$ cat src/rtl/cache_mem_arbiter_pkg.sv
// rtl/cache_mem_arbiter_pkg.sv - shared types and constants for the cache/memory arbiter
// Contents: arb_state_t FSM encoding, block geometry, block base mask, memory latency.
package cache_mem_arbiter_pkg;

    typedef enum logic [1:0] {
        IDLE   = 2'd0,
        WRITE  = 2'd1,
        FILL_I = 2'd2,
        FILL_D = 2'd3
    } arb_state_t;

    localparam int          BLOCK_WORDS       = 8;
    localparam int          WORD_IDX_W        = 3;
    localparam logic [15:0] BLOCK_OFFSET_MASK = 16'hFFF0;
    localparam int          MEM_LAT           = 4;

endpackage

$ cat src/rtl/cache_mem_arbiter_if.sv
// rtl/cache_mem_arbiter_if.sv - cache-side and memory-side signal bundle of the arbiter
// slave  : arbiter view (requests and mem_data_* in; fills, acks and mem_* commands out)
// master : environment view (cache controllers and memory), directions reversed
interface cache_mem_arbiter_if
    import cache_mem_arbiter_pkg::*;
#(
    parameter int ADDR_W = 16,
    parameter int DATA_W = 16
) ();

    logic                  icache_miss;
    logic [ADDR_W-1:0]     icache_miss_addr;
    logic                  dcache_miss;
    logic [ADDR_W-1:0]     dcache_miss_addr;
    logic                  dcache_wr_req;
    logic [ADDR_W-1:0]     dcache_wr_addr;
    logic [DATA_W-1:0]     dcache_wr_data;
    logic                  fill_we;
    logic [WORD_IDX_W-1:0] fill_word;
    logic [DATA_W-1:0]     fill_data;
    logic                  fill_to_dcache;
    logic                  icache_fill_done;
    logic                  dcache_fill_done;
    logic                  dcache_wr_ack;
    logic                  mem_enable;
    logic                  mem_wr;
    logic [ADDR_W-1:0]     mem_addr;
    logic [DATA_W-1:0]     mem_data_in;
    logic [DATA_W-1:0]     mem_data_out;
    logic                  mem_data_valid;

    modport slave (
        input  icache_miss, icache_miss_addr, dcache_miss, dcache_miss_addr,
               dcache_wr_req, dcache_wr_addr, dcache_wr_data, mem_data_out, mem_data_valid,
        output fill_we, fill_word, fill_data, fill_to_dcache, icache_fill_done,
               dcache_fill_done, dcache_wr_ack, mem_enable, mem_wr, mem_addr, mem_data_in
    );

    modport master (
        output icache_miss, icache_miss_addr, dcache_miss, dcache_miss_addr,
               dcache_wr_req, dcache_wr_addr, dcache_wr_data, mem_data_out, mem_data_valid,
        input  fill_we, fill_word, fill_data, fill_to_dcache, icache_fill_done,
               dcache_fill_done, dcache_wr_ack, mem_enable, mem_wr, mem_addr, mem_data_in
    );

endinterface

$ cat src/rtl/block_fill_seq.sv
// rtl/block_fill_seq.sv - issue/return sequencer for one 8-word block refill
// In : clk, rst, start_i (load base, begin fill), base_i, mem_valid_i, mem_data_i
// Out: issue_en_o/issue_addr_o (read command), fill_we_o/fill_word_o/fill_data_o, done_o
module block_fill_seq
    import cache_mem_arbiter_pkg::*;
#(
    parameter int ADDR_W = 16,
    parameter int DATA_W = 16
) (
    input  logic                  clk,
    input  logic                  rst,
    input  logic                  start_i,
    input  logic [ADDR_W-1:0]     base_i,
    input  logic                  mem_valid_i,
    input  logic [DATA_W-1:0]     mem_data_i,
    output logic                  issue_en_o,
    output logic [ADDR_W-1:0]     issue_addr_o,
    output logic                  fill_we_o,
    output logic [WORD_IDX_W-1:0] fill_word_o,
    output logic [DATA_W-1:0]     fill_data_o,
    output logic                  done_o
);

    localparam logic [WORD_IDX_W-1:0] LAST_WORD = WORD_IDX_W'(BLOCK_WORDS - 1);

    logic [ADDR_W-1:0]     base_q, base_d;
    logic [WORD_IDX_W-1:0] issue_cnt_q, issue_cnt_d;
    logic [WORD_IDX_W-1:0] ret_cnt_q, ret_cnt_d;
    logic                  issuing_q, issuing_d;
    logic                  active_q, active_d;
    logic                  fill_we;
    logic                  done;

    // Returns are accepted only while a fill is live, so stray or pre-reset
    // data never reaches a cache.
    assign fill_we = active_q & mem_valid_i;
    assign done    = fill_we & (ret_cnt_q == LAST_WORD);

    always_comb begin
        base_d      = base_q;
        issue_cnt_d = issue_cnt_q;
        ret_cnt_d   = ret_cnt_q;
        issuing_d   = issuing_q;
        active_d    = active_q;
        if (start_i) begin
            base_d      = base_i;
            issue_cnt_d = '0;
            ret_cnt_d   = '0;
            issuing_d   = 1'b1;
            active_d    = 1'b1;
        end else begin
            if (issuing_q) begin
                issue_cnt_d = issue_cnt_q + 1'b1;
                if (issue_cnt_q == LAST_WORD) begin
                    issuing_d = 1'b0;
                end
            end
            if (fill_we) begin
                ret_cnt_d = ret_cnt_q + 1'b1;
                if (done) begin
                    active_d = 1'b0;
                end
            end
        end
    end

    always_ff @(posedge clk or posedge rst) begin
        if (rst) begin
            base_q      <= '0;
            issue_cnt_q <= '0;
            ret_cnt_q   <= '0;
            issuing_q   <= 1'b0;
            active_q    <= 1'b0;
        end else begin
            base_q      <= base_d;
            issue_cnt_q <= issue_cnt_d;
            ret_cnt_q   <= ret_cnt_d;
            issuing_q   <= issuing_d;
            active_q    <= active_d;
        end
    end

    // Word stride is 2 bytes; the sum wraps naturally at ADDR_W bits.
    assign issue_addr_o = base_q + ADDR_W'({issue_cnt_q, 1'b0});
    assign issue_en_o   = issuing_q;
    assign fill_we_o    = fill_we;
    assign fill_word_o  = ret_cnt_q;
    assign fill_data_o  = mem_data_i;
    assign done_o       = done;

endmodule

$ cat src/rtl/cache_mem_arbiter.sv
// rtl/cache_mem_arbiter.sv - shares main memory between I-cache fills and D-cache fills/stores
// Ports: clk, rst (async, active-high), bus (cache_mem_arbiter_if.slave)
// Build option: ARB_ROUND_ROBIN_EN alternates D/I miss grants; stores always win.
module cache_mem_arbiter
    import cache_mem_arbiter_pkg::*;
#(
    parameter int ADDR_W = 16,
    parameter int DATA_W = 16
) (
    input  logic                  clk,
    input  logic                  rst,
    cache_mem_arbiter_if.slave    bus
);

    // Clears the byte offset within a block for any ADDR_W >= 4.
    localparam logic [ADDR_W-1:0] BASE_MASK = ~ADDR_W'(~BLOCK_OFFSET_MASK);

    arb_state_t            state_q, state_d;
    logic [ADDR_W-1:0]     wr_addr_q, wr_addr_d;
    logic [DATA_W-1:0]     wr_data_q, wr_data_d;

    logic                  seq_start;
    logic [ADDR_W-1:0]     seq_base;
    logic                  seq_issue_en;
    logic [ADDR_W-1:0]     seq_issue_addr;
    logic                  seq_we;
    logic [WORD_IDX_W-1:0] seq_word;
    logic [DATA_W-1:0]     seq_data;
    logic                  seq_done;
    logic                  take_d;

    logic                  mem_enable, mem_wr, wr_ack;
    logic [ADDR_W-1:0]     mem_addr;
    logic [DATA_W-1:0]     mem_data_in;
    logic                  fill_we, to_dcache, i_done, d_done;
    logic [WORD_IDX_W-1:0] fill_word;
    logic [DATA_W-1:0]     fill_data;

`ifdef ARB_ROUND_ROBIN_EN
    // Set when the most recent fill grant went to the D-cache.
    logic last_d_q, last_d_d;

    assign take_d   = bus.dcache_miss & (~bus.icache_miss | ~last_d_q);
    assign last_d_d = seq_start ? (state_d == FILL_D) : last_d_q;

    always_ff @(posedge clk or posedge rst) begin
        if (rst) begin
            last_d_q <= 1'b0;
        end else begin
            last_d_q <= last_d_d;
        end
    end
`else
    assign take_d = bus.dcache_miss;
`endif

    always_comb begin
        state_d     = state_q;
        wr_addr_d   = wr_addr_q;
        wr_data_d   = wr_data_q;
        seq_start   = 1'b0;
        seq_base    = '0;
        mem_enable  = 1'b0;
        mem_wr      = 1'b0;
        mem_addr    = '0;
        mem_data_in = '0;
        wr_ack      = 1'b0;
        fill_we     = 1'b0;
        fill_word   = '0;
        fill_data   = '0;
        to_dcache   = 1'b0;
        i_done      = 1'b0;
        d_done      = 1'b0;
        case (state_q)
            IDLE: begin
                if (bus.dcache_wr_req) begin
                    state_d   = WRITE;
                    wr_addr_d = bus.dcache_wr_addr;
                    wr_data_d = bus.dcache_wr_data;
                end else if (take_d) begin
                    state_d   = FILL_D;
                    seq_start = 1'b1;
                    seq_base  = bus.dcache_miss_addr & BASE_MASK;
                end else if (bus.icache_miss) begin
                    state_d   = FILL_I;
                    seq_start = 1'b1;
                    seq_base  = bus.icache_miss_addr & BASE_MASK;
                end
            end
            WRITE: begin
                mem_enable  = 1'b1;
                mem_wr      = 1'b1;
                mem_addr    = wr_addr_q;
                mem_data_in = wr_data_q;
                wr_ack      = 1'b1;
                state_d     = IDLE;
            end
            FILL_I, FILL_D: begin
                to_dcache  = (state_q == FILL_D);
                mem_enable = seq_issue_en;
                mem_addr   = seq_issue_en ? seq_issue_addr : '0;
                fill_we    = seq_we;
                fill_word  = seq_word;
                fill_data  = seq_we ? seq_data : '0;
                i_done     = seq_done & ~to_dcache;
                d_done     = seq_done & to_dcache;
                if (seq_done) begin
                    state_d = IDLE;
                end
            end
            default: state_d = IDLE;
        endcase
    end

    always_ff @(posedge clk or posedge rst) begin
        if (rst) begin
            state_q   <= IDLE;
            wr_addr_q <= '0;
            wr_data_q <= '0;
        end else begin
            state_q   <= state_d;
            wr_addr_q <= wr_addr_d;
            wr_data_q <= wr_data_d;
        end
    end

    block_fill_seq #(
        .ADDR_W (ADDR_W),
        .DATA_W (DATA_W)
    ) u_fill_seq (
        .clk          (clk),
        .rst          (rst),
        .start_i      (seq_start),
        .base_i       (seq_base),
        .mem_valid_i  (bus.mem_data_valid),
        .mem_data_i   (bus.mem_data_out),
        .issue_en_o   (seq_issue_en),
        .issue_addr_o (seq_issue_addr),
        .fill_we_o    (seq_we),
        .fill_word_o  (seq_word),
        .fill_data_o  (seq_data),
        .done_o       (seq_done)
    );

    assign bus.mem_enable       = mem_enable;
    assign bus.mem_wr           = mem_wr;
    assign bus.mem_addr         = mem_addr;
    assign bus.mem_data_in      = mem_data_in;
    assign bus.dcache_wr_ack    = wr_ack;
    assign bus.fill_we          = fill_we;
    assign bus.fill_word        = fill_word;
    assign bus.fill_data        = fill_data;
    assign bus.fill_to_dcache   = to_dcache;
    assign bus.icache_fill_done = i_done;
    assign bus.dcache_fill_done = d_done;

endmodule

$ cat src/flat_wrapper.sv
// flat-port wrapper written by rule: the top's interface ports become plain ports
module cache_mem_arbiter_flat import cache_mem_arbiter_pkg::*;
#(
    parameter int ADDR_W = 16,
    parameter int DATA_W = 16
)
  (clk, rst, bus_icache_miss, bus_icache_miss_addr, bus_dcache_miss, bus_dcache_miss_addr, bus_dcache_wr_req, bus_dcache_wr_addr, bus_dcache_wr_data, bus_mem_data_out, bus_mem_data_valid, bus_fill_we, bus_fill_word, bus_fill_data, bus_fill_to_dcache, bus_icache_fill_done, bus_dcache_fill_done, bus_dcache_wr_ack, bus_mem_enable, bus_mem_wr, bus_mem_addr, bus_mem_data_in);
  cache_mem_arbiter_if #(.ADDR_W(ADDR_W), .DATA_W(DATA_W)) bus_i ();
  input  logic clk;
  input  logic rst;
  input wire logic [$bits(bus_i.icache_miss)-1:0] bus_icache_miss;
  input wire logic [$bits(bus_i.icache_miss_addr)-1:0] bus_icache_miss_addr;
  input wire logic [$bits(bus_i.dcache_miss)-1:0] bus_dcache_miss;
  input wire logic [$bits(bus_i.dcache_miss_addr)-1:0] bus_dcache_miss_addr;
  input wire logic [$bits(bus_i.dcache_wr_req)-1:0] bus_dcache_wr_req;
  input wire logic [$bits(bus_i.dcache_wr_addr)-1:0] bus_dcache_wr_addr;
  input wire logic [$bits(bus_i.dcache_wr_data)-1:0] bus_dcache_wr_data;
  input wire logic [$bits(bus_i.mem_data_out)-1:0] bus_mem_data_out;
  input wire logic [$bits(bus_i.mem_data_valid)-1:0] bus_mem_data_valid;
  output wire logic [$bits(bus_i.fill_we)-1:0] bus_fill_we;
  output wire logic [$bits(bus_i.fill_word)-1:0] bus_fill_word;
  output wire logic [$bits(bus_i.fill_data)-1:0] bus_fill_data;
  output wire logic [$bits(bus_i.fill_to_dcache)-1:0] bus_fill_to_dcache;
  output wire logic [$bits(bus_i.icache_fill_done)-1:0] bus_icache_fill_done;
  output wire logic [$bits(bus_i.dcache_fill_done)-1:0] bus_dcache_fill_done;
  output wire logic [$bits(bus_i.dcache_wr_ack)-1:0] bus_dcache_wr_ack;
  output wire logic [$bits(bus_i.mem_enable)-1:0] bus_mem_enable;
  output wire logic [$bits(bus_i.mem_wr)-1:0] bus_mem_wr;
  output wire logic [$bits(bus_i.mem_addr)-1:0] bus_mem_addr;
  output wire logic [$bits(bus_i.mem_data_in)-1:0] bus_mem_data_in;
  assign bus_i.icache_miss = bus_icache_miss;
  assign bus_i.icache_miss_addr = bus_icache_miss_addr;
  assign bus_i.dcache_miss = bus_dcache_miss;
  assign bus_i.dcache_miss_addr = bus_dcache_miss_addr;
  assign bus_i.dcache_wr_req = bus_dcache_wr_req;
  assign bus_i.dcache_wr_addr = bus_dcache_wr_addr;
  assign bus_i.dcache_wr_data = bus_dcache_wr_data;
  assign bus_i.mem_data_out = bus_mem_data_out;
  assign bus_i.mem_data_valid = bus_mem_data_valid;
  assign bus_fill_we = bus_i.fill_we;
  assign bus_fill_word = bus_i.fill_word;
  assign bus_fill_data = bus_i.fill_data;
  assign bus_fill_to_dcache = bus_i.fill_to_dcache;
  assign bus_icache_fill_done = bus_i.icache_fill_done;
  assign bus_dcache_fill_done = bus_i.dcache_fill_done;
  assign bus_dcache_wr_ack = bus_i.dcache_wr_ack;
  assign bus_mem_enable = bus_i.mem_enable;
  assign bus_mem_wr = bus_i.mem_wr;
  assign bus_mem_addr = bus_i.mem_addr;
  assign bus_mem_data_in = bus_i.mem_data_in;
  cache_mem_arbiter #(.ADDR_W(ADDR_W), .DATA_W(DATA_W)) u_core (.clk(clk), .rst(rst), .bus(bus_i));
endmodule
$ cat config.mk
export PLATFORM = sky130hd
export DESIGN_NAME = cache_mem_arbiter_flat
export DESIGN_NICKNAME = d
export VERILOG_FILES = /design/src/rtl/cache_mem_arbiter_pkg.sv /design/src/rtl/cache_mem_arbiter_if.sv /design/src/rtl/block_fill_seq.sv /design/src/rtl/cache_mem_arbiter.sv /design/src/flat_wrapper.sv
export SDC_FILE = /design/constraint.sdc
export NUM_CORES = 1
export LEC_CHECK = 0
export ABC_AREA = 0
export CAP_MARGIN = 40
export CORE_MARGIN = 5
export CORE_UTILIZATION = 39
export DETAILED_ROUTE_END_ITERATION = 6
export GPL_TIMING_DRIVEN = 0
export PLACE_DENSITY_LB_ADDON = 0.3
export SYNTH_ARGS = -nofsm -noshare
export SYNTH_HDL_FRONTEND = slang
export SYNTH_SLANG_ARGS = --single-unit
$ cat constraint.sdc
create_clock -name clk -period 2.2 [get_ports clk]
set_input_delay 0.44 -clock clk [delete_from_list [all_inputs] [get_ports clk]]
set_output_delay 0.44 -clock clk [all_outputs]
set_load 0.005 [all_outputs]
==> results of run 1 <==
[cells in the final DEF, fill, tap and decap left out, types with 3 or more instances in the layout]
cell,instances
dfrtp_1,53
dlygate4sd2_1,42
nand2_1,4
nor2_1,6
clkdlybuf4s50_1,89
a21o_1,3
mux2_2,41
and2_1,37
buf_4,15
mux2_1,3
ha_1,3
a22o_1,27
buf_6,11
clkbuf_8,7
[sequential cells by signal, summed over array words and instances, names as in the netlist]
signal                         count
u_core.wr_addr_q                  16
u_core.wr_data_q                  16
u_core.u_fill_seq.base_q          12
u_core.u_fill_seq.fill_word_o      3
u_core.u_fill_seq.issue_cnt_q      3
u_core.state_q                     2
u_core.u_fill_seq.active_q         1
u_core.u_fill_seq.issue_en_o       1
[final timing paths]
kind                                                       start                          endpoint  slack, ns  cells past startpoint
min in group asynchronous                                    rst               u_core.wr_data_q[9]       0.53                      2
worst max register to register                 u_core.state_q[1]               u_core.wr_addr_q[5]       0.49                      5
worst max-delay path            u_core.u_fill_seq.fill_word_o[0]              bus_icache_fill_done       0.06                      4
worst min-delay path                          bus_mem_data_valid  u_core.u_fill_seq.fill_word_o[1]       0.45                      3
max in group asynchronous                                    rst              u_core.wr_data_q[11]       1.11                      3
worst min register to register               u_core.wr_data_q[4]               u_core.wr_data_q[4]       0.49                      1
[critical path, delay by kind of cell (launching register included)]
kind | cells | cell delay (ns)
adders and majority gates | 2 | 0.39
buffers and inverters | 1 | 0.44
DFF | 1 | 0.39
and+or+nand+nor | 1 | 0.17
[final cells by class]
class                           count  area share [%]
Sequential cell                    54            30.1
Buffer                             15            3.43
Clock buffer                        6            1.84
Timing Repair Buffer              153            33.0
Clock inverter                      2           0.864
Inverter                            2           0.167
Multi-Input combinational cell    144            27.9
Tap cell                           96            2.68
[per-stage QoR]
| stage | utilization [%] | setup WS [ns] |
|---|---|---|
| 2_1_floorplan | - | 0.445 |
| 3_3_place_gp | 61.5 | -0.618 |
| 3_5_place_dp | 61.8 | -0.514 |
| 4_1_cts | 65.7 | -0.0388 |
| 5_1_grt | 66.0 | -0.0273 |
| 6_report | 66.0 | 0.0619 |
[per-layer routing]
layer	GRT usage, %	vias up
met2	32.0	61
met5	0	-
met3	3.70	13
met4	5.98	0
met1	20.6	1065
li1	-	1079
[power groups by stage]
stage	Combinational [mW]	Sequential [mW]	Clock [mW]
finish	2.30	1.77	0.705
CTS	2.32	1.77	0.731
detailed placement	2.21	1.81	0
global placement	2.15	1.78	0
global route	2.52	1.83	0.758
floorplan	1.22	1.72	0
[cells by family (layout without fill, tap and decap cells)]
kind of cell	Yosys count	count (layout)	share of synthesized area, %
AND/OR/NAND/NOR	59	59	13.7
flip-flops	54	54	49.9
multiplexers	46	46	19.0
XOR/XNOR	2	2	0.647
buffers and inverters	19	178	4.71
AO/OA/AOI/OAI	33	33	10.2
adder cells (fa/ha/maj)	4	4	1.85
[repair_timing]
| item | 4_1_cts | 5_1_grt |
|---|---|---|
| endpoints found under the setup margin | 54 | 7 |
| gates cloned | 3 | 0 |
| gates resized for setup | 71 | 8 |
| setup buffers | 11 | 3 |
==> impl_metrics.env, run 1 <==
export IMPL_rows=30
export IMPL_viasPerCell=4.70
export IMPL_drt_iter0_drc=34
export IMPL_io_pins=144
export IMPL_finalNetCount=465
export IMPL_grt_usage_pct=17.7
export IMPL_slew_violations=0
export IMPL_critPathLaunchType="flop"
export IMPL_swShare_pct=30.0
export IMPL_whs_ns=0.445
export IMPL_status="complete, no violations"
export IMPL_wl_per_cell_um=15.9
export IMPL_wirelength_mm=7.49
export IMPL_area_growth_pct=65.6
export IMPL_yosysMostFrequentCell="dfrtp_1"
export IMPL_fillers=560
export IMPL_synth_async_reset_ratio_pct=100
export IMPL_die_w_um=93.3
export IMPL_worstSkewPairLatency_ns=0.31
export IMPL_synth_enable_flop_cells=0
export IMPL_setup_viol=0
export IMPL_cts_made_buffers=5
export IMPL_hold_path_class="in -> reg"
export IMPL_grt_start_max_net_pins=29
export IMPL_slew_headroom_pct=57.2
export IMPL_cap_violations=0
export IMPL_ys_types=26
export IMPL_p_int_mw=3.34
export IMPL_critPathKind="reg -> out"
export IMPL_drive_gt1_share_pct=24.7
export IMPL_gp_congestion=0.721
export IMPL_path_cells="ha_1, ha_2, and3b_1, clkdlybuf4s50_1"
export IMPL_gr_total_overflow=0
export IMPL_port_buffers=135
export IMPL_initial_core_util_pct=39.9
export IMPL_root_buffer="clkbuf_8"
export IMPL_combPwrFrac_pct=48.2
export IMPL_worstPathArrival_ns=1.70
export IMPL_ir_worst_vdd_mv=0.436
export IMPL_firstDrtPassIters=4
export IMPL_timing_hold_violations_final=0
export IMPL_wl_met2_mm=4.03
export IMPL_synth_seq_cells=54
export IMPL_multi_input_area_sq_um=1250
export IMPL_netlist_area_sq_um=2710
export IMPL_netlist_area_leader_share_pct=49.9
export IMPL_finalCritPeriodShare_pct=97.2
export IMPL_final_cell_count_no_fill=472
export IMPL_clk_pin_slew_ns=0.09
export IMPL_synthFlopType="dfrtp_1"
export IMPL_htree_levels=2
export IMPL_p_leak_nw=2.11
export IMPL_slowest_stage="clkdlybuf4s50_1"
export IMPL_vias=2218
export IMPL_n_antenna_cell=0
export IMPL_tightestPinTransition_ns=0.641
export IMPL_grt_pass1_vias=2464
export IMPL_met1_length_mm=2.94
export IMPL_stdcell_area_sq_um=4490
export IMPL_synth_top_area_cell="dfrtp_1"
export IMPL_synthTopCellsByArea="dfrtp_1 50%, mux2_2 17%, and2_1 8.8%"
export IMPL_slowest_delay_ns=0.44
export IMPL_seqCellArea_sq_um=1350
export IMPL_wl_met3_um=386
export IMPL_dr_max_layer_used="met4"
export IMPL_power_switching_mw=1.43
export IMPL_core_area_sq_um=6790
export IMPL_finalSetupTns_ns=0
export IMPL_power_frac_clock_pct=14.8
export IMPL_die_area_sq_um=8710
export IMPL_powerDensity_nw_per_um2=1060
export IMPL_placed_cell_area_sq_um=4200
export IMPL_antenna_found_initial=0
export IMPL_clockBufferDepth=2
export IMPL_synth_common_cells="54 x dfrtp_1, 41 x mux2_2, 38 x and2_1"
export IMPL_cts_hold_buf=0
export IMPL_crit_required_ns=1.76
export IMPL_period_minus_slack_ns=2.14
export IMPL_grt_pass1_wl_mm=12.1
export IMPL_fmax_mhz=468
export IMPL_syn_area_per_cell_sq_um=12.5
export IMPL_end_kind="output pin"
export IMPL_netlist_instances=217
export IMPL_clock_sinks=54
export IMPL_power_mw=4.77
export IMPL_dp_cells=449
export IMPL_fin_skew_ns=0.00971
export IMPL_p_seq_share_pct=37.1
export IMPL_rsz0062_at_grt="true"
export IMPL_drcViolationCount=0
export IMPL_ys_seq_area_share_pct=49.9
export IMPL_dp_hpwl_mm=5.71
export IMPL_path_max_fanout=2
export IMPL_postRouteAntennaNets=0
export IMPL_die_h_um=93.3
export IMPL_syn_nets=307
export IMPL_tritoncts="done"
export IMPL_synth_warnings=0
No activity file was read; power rests on OpenSTA's default activity.
==> run 2: changes to the inputs <==
--- a/config.mk
+++ b/config.mk
@@ -7,7 +7,7 @@
 export LEC_CHECK = 0
 export ABC_AREA = 0
 export CAP_MARGIN = 40
-export CORE_MARGIN = 5
+export CORE_MARGIN = 2
 export CORE_UTILIZATION = 39
 export DETAILED_ROUTE_END_ITERATION = 6
 export GPL_TIMING_DRIVEN = 0
==> run 2 against run 1 <==
  * Cell count shrank 3.4%
  * Final area is 0.95% lower
  * Global-route usage up 0.81 points
  * Register-to-register slack worse by 0.02 ns
  * Critical path type unchanged
  * Critical endpoint is now bus_mem_addr[6]
==> impl_metrics.env, run 2 (synthesis gave the netlist of run 1 again) <==
export IMPL_grt_usage_pct=18.5
export IMPL_gp_congestion=0.689
export IMPL_io_pins=144
export IMPL_slew_violations=0
export IMPL_grt_pass1_vias=2227
export IMPL_fin_skew_ns=0.0113
export IMPL_tritoncts="done"
export IMPL_period_minus_slack_ns=2.13
export IMPL_postLayoutCoreUtil_pct=65.8
export IMPL_swShare_pct=29.4
export IMPL_ir_worst_vdd_mv=0.562
export IMPL_rsz0062_at_grt="true"
export IMPL_root_buffer="clkbuf_8"
export IMPL_die_w_um=87.3
export IMPL_final_common_cell="clkdlybuf4s50_1"
export IMPL_grt_pass1_wl_mm=10.9
export IMPL_vias=2239
export IMPL_slew_headroom_pct=62.5
export IMPL_path_cells="nor2b_1, buf_4, buf_8, buf_4, a22o_1, dlygate4sd2_1"
export IMPL_p_leak_nw=2.16
export IMPL_combPwrFrac_pct=46.9
export IMPL_firstDrtPassIters=4
export IMPL_slowest_delay_ns=0.41
export IMPL_die_h_um=87.3
export IMPL_hold_path_class="in -> async"
export IMPL_p_seq_share_pct=36.6
export IMPL_drcViolationCount=0
export IMPL_fmax_mhz=470
export IMPL_drive_gt1_share_pct=26.1
export IMPL_p_int_mw=3.38
export IMPL_finalSetupTns_ns=0
export IMPL_worst_path_most_repeated_cell="buf_4"
export IMPL_port_buffers=135
export IMPL_timing_hold_violations_final=0
export IMPL_dp_hpwl_mm=5.11
export IMPL_clockBufferDepth=2
export IMPL_layout_common_cells="88 x clkdlybuf4s50_1, 53 x dfrtp_1, 41 x mux2_2"
export IMPL_path_max_fanout=6
export IMPL_whs_ns=0.439
export IMPL_critPathLaunchType="flop"
export IMPL_core_area_sq_um=6760
export IMPL_powerDensity_nw_per_um2=1080
export IMPL_postRouteAntennaNets=0
export IMPL_power_frac_clock_pct=16.5
export IMPL_worstSkewPairLatency_ns=0.31
export IMPL_cts_hold_buf=0
export IMPL_placed_cell_area_sq_um=4180
export IMPL_finalNetCount=465
export IMPL_end_kind="output pin"
export IMPL_tightestPinTransition_ns=0.562
export IMPL_initial_core_util_pct=40.1
export IMPL_gr_total_overflow=0
export IMPL_critPathKind="reg -> out"
export IMPL_drt_iter0_drc=89
export IMPL_crit_required_ns=1.76
export IMPL_cts_made_buffers=5
export IMPL_grt_start_max_net_pins=36
export IMPL_wirelength_mm=6.88
export IMPL_viasPerCell=4.91
export IMPL_status="complete, no violations"
export IMPL_die_area_sq_um=7630
export IMPL_n_antenna_cell=0
export IMPL_rows=30
export IMPL_worstPathArrival_ns=1.69
export IMPL_htree_levels=2
export IMPL_power_switching_mw=1.41
export IMPL_setup_viol=0
export IMPL_wl_per_cell_um=15.1
export IMPL_reg_top3="u_core.wr_addr_q (16), u_core.wr_data_q (16), u_core.u_fill_seq.base_q (12)"
export IMPL_clk_pin_slew_ns=0.10
export IMPL_slowest_stage="dfrtp_2"
export IMPL_cap_violations=0
export IMPL_stdcell_area_sq_um=4440
export IMPL_antenna_found_initial=0
export IMPL_finalCritPeriodShare_pct=96.7
export IMPL_clock_sinks=54
export IMPL_area_growth_pct=64.1
[run 2: cell count changes in the layout (fill, tap and decap cells not counted), sizes merged, moves of 6 or more]
cell,change
clkbuf,+6
dlymetal6s2s,+8
clkdlybuf4s15,+10
dlygate4sd2,-24
[run 2: area by class of cell]
cell class                      instances  area [sq um]
Tap cell                               80           100
Fill cell                             559          2310
Clock buffer                            5          68.8
Multi-Input combinational cell        144          1240
Clock inverter                          3          68.8
Timing Repair Buffer                  152          1450
Sequential cell                        54          1350
Inverter                                2          7.51
Buffer                                 16           158
[run 2: path summary, 6_finish.rpt]
kind                                     start  cells after the start  slack [ns]                           to
min in group clk           u_core.wr_data_q[4]                      1        0.50          u_core.wr_data_q[4]
max                          u_core.state_q[0]                      6        0.07              bus_mem_addr[6]
max in group asynchronous                  rst                      3        1.21  u_core.u_fill_seq.base_q[4]
max reg2reg                  u_core.state_q[1]                      5        0.47         u_core.wr_addr_q[14]
min reg2reg                u_core.wr_data_q[4]                      1        0.50          u_core.wr_data_q[4]
min                                        rst                      2        0.44          u_core.wr_data_q[9]
[run 2: power groups by stage]
stage	combinational [mW]	clock (mW)	sequential, mW
4_1_cts	2.24	0.805	1.76
5_1_grt	2.46	0.855	1.83
2_1_floorplan	1.22	0	1.72
3_5_place_dp	2.20	0	1.81
6_report	2.25	0.791	1.75
3_3_place_gp	2.14	0	1.77
[run 2: metal layers]
metal | part of all wire [%] | up-vias | GRT usage (%)
met4 | 1.6 | 0 | 5.31
met5 | 0 | - | 0
met1 | 40 | 1069 | 22.6
met2 | 52 | 81 | 31.7
li1 | - | 1080 | -
met3 | 7.0 | 9 | 5.31
[run 2: repair_timing]
item | 4_1_cts | 5_1_grt
buffers inserted | 8 | 7
setup endpoints to repair | 54 | 12
gates resized for setup | 57 | 39
gates cloned | 1 | 0
pin swaps | 0 | 1
[run 2: metrics by stage]
step	setup WS (ns)	total power, mW	std cells
final	0.0732	4.79	456
after floorplan	0.445	2.94	217
after global placement	-0.621	3.92	432
after CTS	-0.173	4.81	449
after global routing	-0.0287	5.15	456
after detailed placement	-0.514	4.01	433
[run 2: critical path: cells and delay by family, from the launching register on]
kind | cells | cell delay (ns)
AO/OA/AOI/OAI | 1 | 0.17
flip-flops | 1 | 0.41
buffers and inverters | 4 | 0.66
AND/OR/NAND/NOR | 1 | 0.13
==> run 3: changes to the inputs <==
--- a/config.mk
+++ b/config.mk
@@ -6,9 +6,12 @@
 export NUM_CORES = 1
 export LEC_CHECK = 0
 export ABC_AREA = 0
+export ABC_CLOCK_PERIOD_IN_PS = 2200
 export CAP_MARGIN = 40
+export CELL_PAD_IN_SITES_DETAIL_PLACEMENT = 2
+export CELL_PAD_IN_SITES_GLOBAL_PLACEMENT = 2
 export CORE_MARGIN = 2
-export CORE_UTILIZATION = 39
+export CORE_UTILIZATION = 23
 export DETAILED_ROUTE_END_ITERATION = 6
 export GPL_TIMING_DRIVEN = 0
 export PLACE_DENSITY_LB_ADDON = 0.3
==> run 3 against run 2 <==
  * Core utilization down 26 points
  * First-iteration DRC count shrank 61%
  * Count of clock-buffer cells in the layout rose by 1
  * Maximum frequency decreased by 2.0%
  * Global-route usage fell by 3.8 points
  * Worst setup slack got worse by 0.043 ns
  * Sequential cell count unchanged
  * Critical path depth decreased by 1
  * Die area rose by 66%
  * Sequential power is essentially flat
  * Cell count rose by 14%
  * Sequential share of layout area shrank 0.97 points
  * Critical endpoint is now bus_fill_data[13]
  * Largest cell class unchanged
  * Highest routed layer unchanged
==> impl_metrics.env, run 3 (synthesis gave the netlist of run 1 again) <==
export IMPL_grt_pass1_wl_mm=14.5
export IMPL_gr_total_overflow=0
export IMPL_dp_cells=496
export IMPL_cts_hold_buf=0
export IMPL_fin_skew_ns=0.00386
export IMPL_dp_hpwl_mm=6.64
export IMPL_finalCritPeriodShare_pct=98.6
export IMPL_r2r_start="u_core.state_q[1]"
export IMPL_crit_start="u_core.state_q[1]"
export IMPL_fmax_mhz=461
export IMPL_path_buf_inv=3
export IMPL_status="complete, no violations"
export IMPL_tightestPinTransition_ns=0.583
export IMPL_rows=39
export IMPL_core_area_sq_um=11500
export IMPL_grt_start_max_net_pins=31
export IMPL_wl_per_cell_um=17.3
export IMPL_worstPathArrival_ns=1.73
export IMPL_drive_gt1_share_pct=27.7
export IMPL_clock_sinks=54
export IMPL_powerDensity_nw_per_um2=1120
export IMPL_reg_top3="u_core.wr_addr_q (16), u_core.wr_data_q (16), u_core.u_fill_seq.base_q (12)"
export IMPL_crit_required_ns=1.76
export IMPL_worstSkewPairLatency_ns=0.29
export IMPL_end_kind="output pin"
export IMPL_die_area_sq_um=12700
export IMPL_layout_common_cells="90 x clkdlybuf4s50_1, 53 x dfrtp_1, 41 x mux2_2"
export IMPL_grt_pass1_vias=2551
export IMPL_hp_start="bus_mem_data_valid"
export IMPL_die_h_um=113
export IMPL_final_common_cell="clkdlybuf4s50_1"
export IMPL_period_minus_slack_ns=2.17
export IMPL_timing_hold_violations_final=0
export IMPL_ir_worst_vdd_mv=0.420
export IMPL_antenna_found_initial=0
export IMPL_slew_violations=0
export IMPL_finalSetupTns_ns=0
export IMPL_slowest_delay_ns=0.43
export IMPL_cap_violations=0
export IMPL_htree_levels=2
export IMPL_firstDrtPassIters=4
export IMPL_fillers=1150
export IMPL_drt_iter0_drc=35
export IMPL_tritoncts="done"
export IMPL_cts_made_buffers=5
export IMPL_setup_slack_ns=0.0300
export IMPL_postLayoutCoreUtil_pct=40.0
export IMPL_gp_congestion=0.714
export IMPL_wirelength_mm=8.98
export IMPL_slowest_stage="clkdlybuf4s50_1"
export IMPL_critPathKind="reg -> out"
export IMPL_clk_pin_slew_ns=0.07
export IMPL_path_cells="and3_1, buf_6, clkbuf_8, and2_1, clkdlybuf4s50_1"
export IMPL_p_leak_nw=2.10
export IMPL_hold_path_class="in -> reg"
export IMPL_port_buffers=135
export IMPL_crit_family="buffers and inverters"
export IMPL_path_max_fanout=10
export IMPL_viasPerCell=4.39
export IMPL_hold_depth=3
export IMPL_setup_viol=0
export IMPL_cp_depth=5
export IMPL_drcViolationCount=0
export IMPL_critPathLaunchType="flop"
export IMPL_grt_usage_pct=14.7
export IMPL_finalNetCount=466
export IMPL_n_antenna_cell=0
export IMPL_die_w_um=113
export IMPL_area_growth_pct=69.5
export IMPL_dp_slack_ns=-0.619
export IMPL_initial_core_util_pct=23.6
export IMPL_io_pins=144
export IMPL_clockBufferDepth=2
export IMPL_rr_worst_depth=5
export IMPL_final_cell_count_no_fill=519
export IMPL_postRouteAntennaNets=0
export IMPL_root_buffer="clkbuf_16"
export IMPL_vias=2279
export IMPL_slew_headroom_pct=61.1
export IMPL_rsz0062_at_grt="true"
## run 3: cell count changes in the layout (fill, tap and decap cells not counted), moves of 2 or more
cell,delta
buf_2,+10
clkbuf_8,-4
dlygate4sd2_1,+11
dlymetal6s2s_1,-9
clkbuf_2,-6
buf_16,+2
buf_8,+2
clkbuf_16,+5
clkdlybuf4s50_1,+2
buf_4,-4
clkdlybuf4s15_1,-8
## run 3: repair_timing
action                                  CTS  global route
cloned                                    4             0
endpoints found under the setup margin   54            15
buffers inserted                         14             0
gates resized for setup                 104             8
pin swaps                                 0             2
## run 3: per-stage QoR
stage	hold WS (ns)	area [sq um]	power (mW)
5_1_grt	0.500	4590	5.53
6_report	0.471	4590	5.13
3_5_place_dp	0.478	4260	4.10
4_1_cts	0.465	4630	5.28
3_3_place_gp	0.464	4240	3.98
2_1_floorplan	0.449	2710	2.94
## run 3: power breakdown
part | internal (mW) | switching [mW]
clock network | 0.563 | 0.359
logic | 1.53 | 0.904
registers | 1.50 | 0.280
total | 3.59 | 1.54
## run 3: worst paths after layout
| check | end | slack [ns] |
|---|---|---|
| max reg2reg | u_core.wr_addr_q[12] | 0.44 |
| min reg2reg | u_core.wr_data_q[4] | 0.49 |
| max | bus_fill_data[13] | 0.03 |
| min in group asynchronous | u_core.wr_data_q[12] | 0.53 |
| min | u_core.u_fill_seq.fill_word_o[2] | 0.47 |
| max in group asynchronous | u_core.u_fill_seq.base_q[13] | 1.09 |
## run 3: routing by layer
layer	global-route usage [%]	part of all wire, %	vias up
met5	0	0	-
met4	3.25	1.0	0
met3	3.24	5.1	7
met2	26.3	52	65
met1	18.0	42	1128
li1	-	-	1079
## run 3: area by class of cell
type | count | area (sq um) | area share (%)
timing repair buffer | 153 | 1470 | 32.0
tap | 143 | 179 | 3.90
clock buffer | 6 | 139 | 3.03
sequential | 54 | 1350 | 29.5
clock inverter | 1 | 30.0 | 0.654
multi-input combinational | 144 | 1240 | 27.1
inverter | 2 | 7.51 | 0.164
buffer | 16 | 173 | 3.76
## run 3: tightest hold or removal path: cells and delay by family
family / cells / cell delay (ns)
and+or+nand+nor: 1 / 0.08
AOI/OAI and AO/OA: 1 / 0.06
buffers and inverters: 1 / 0.14
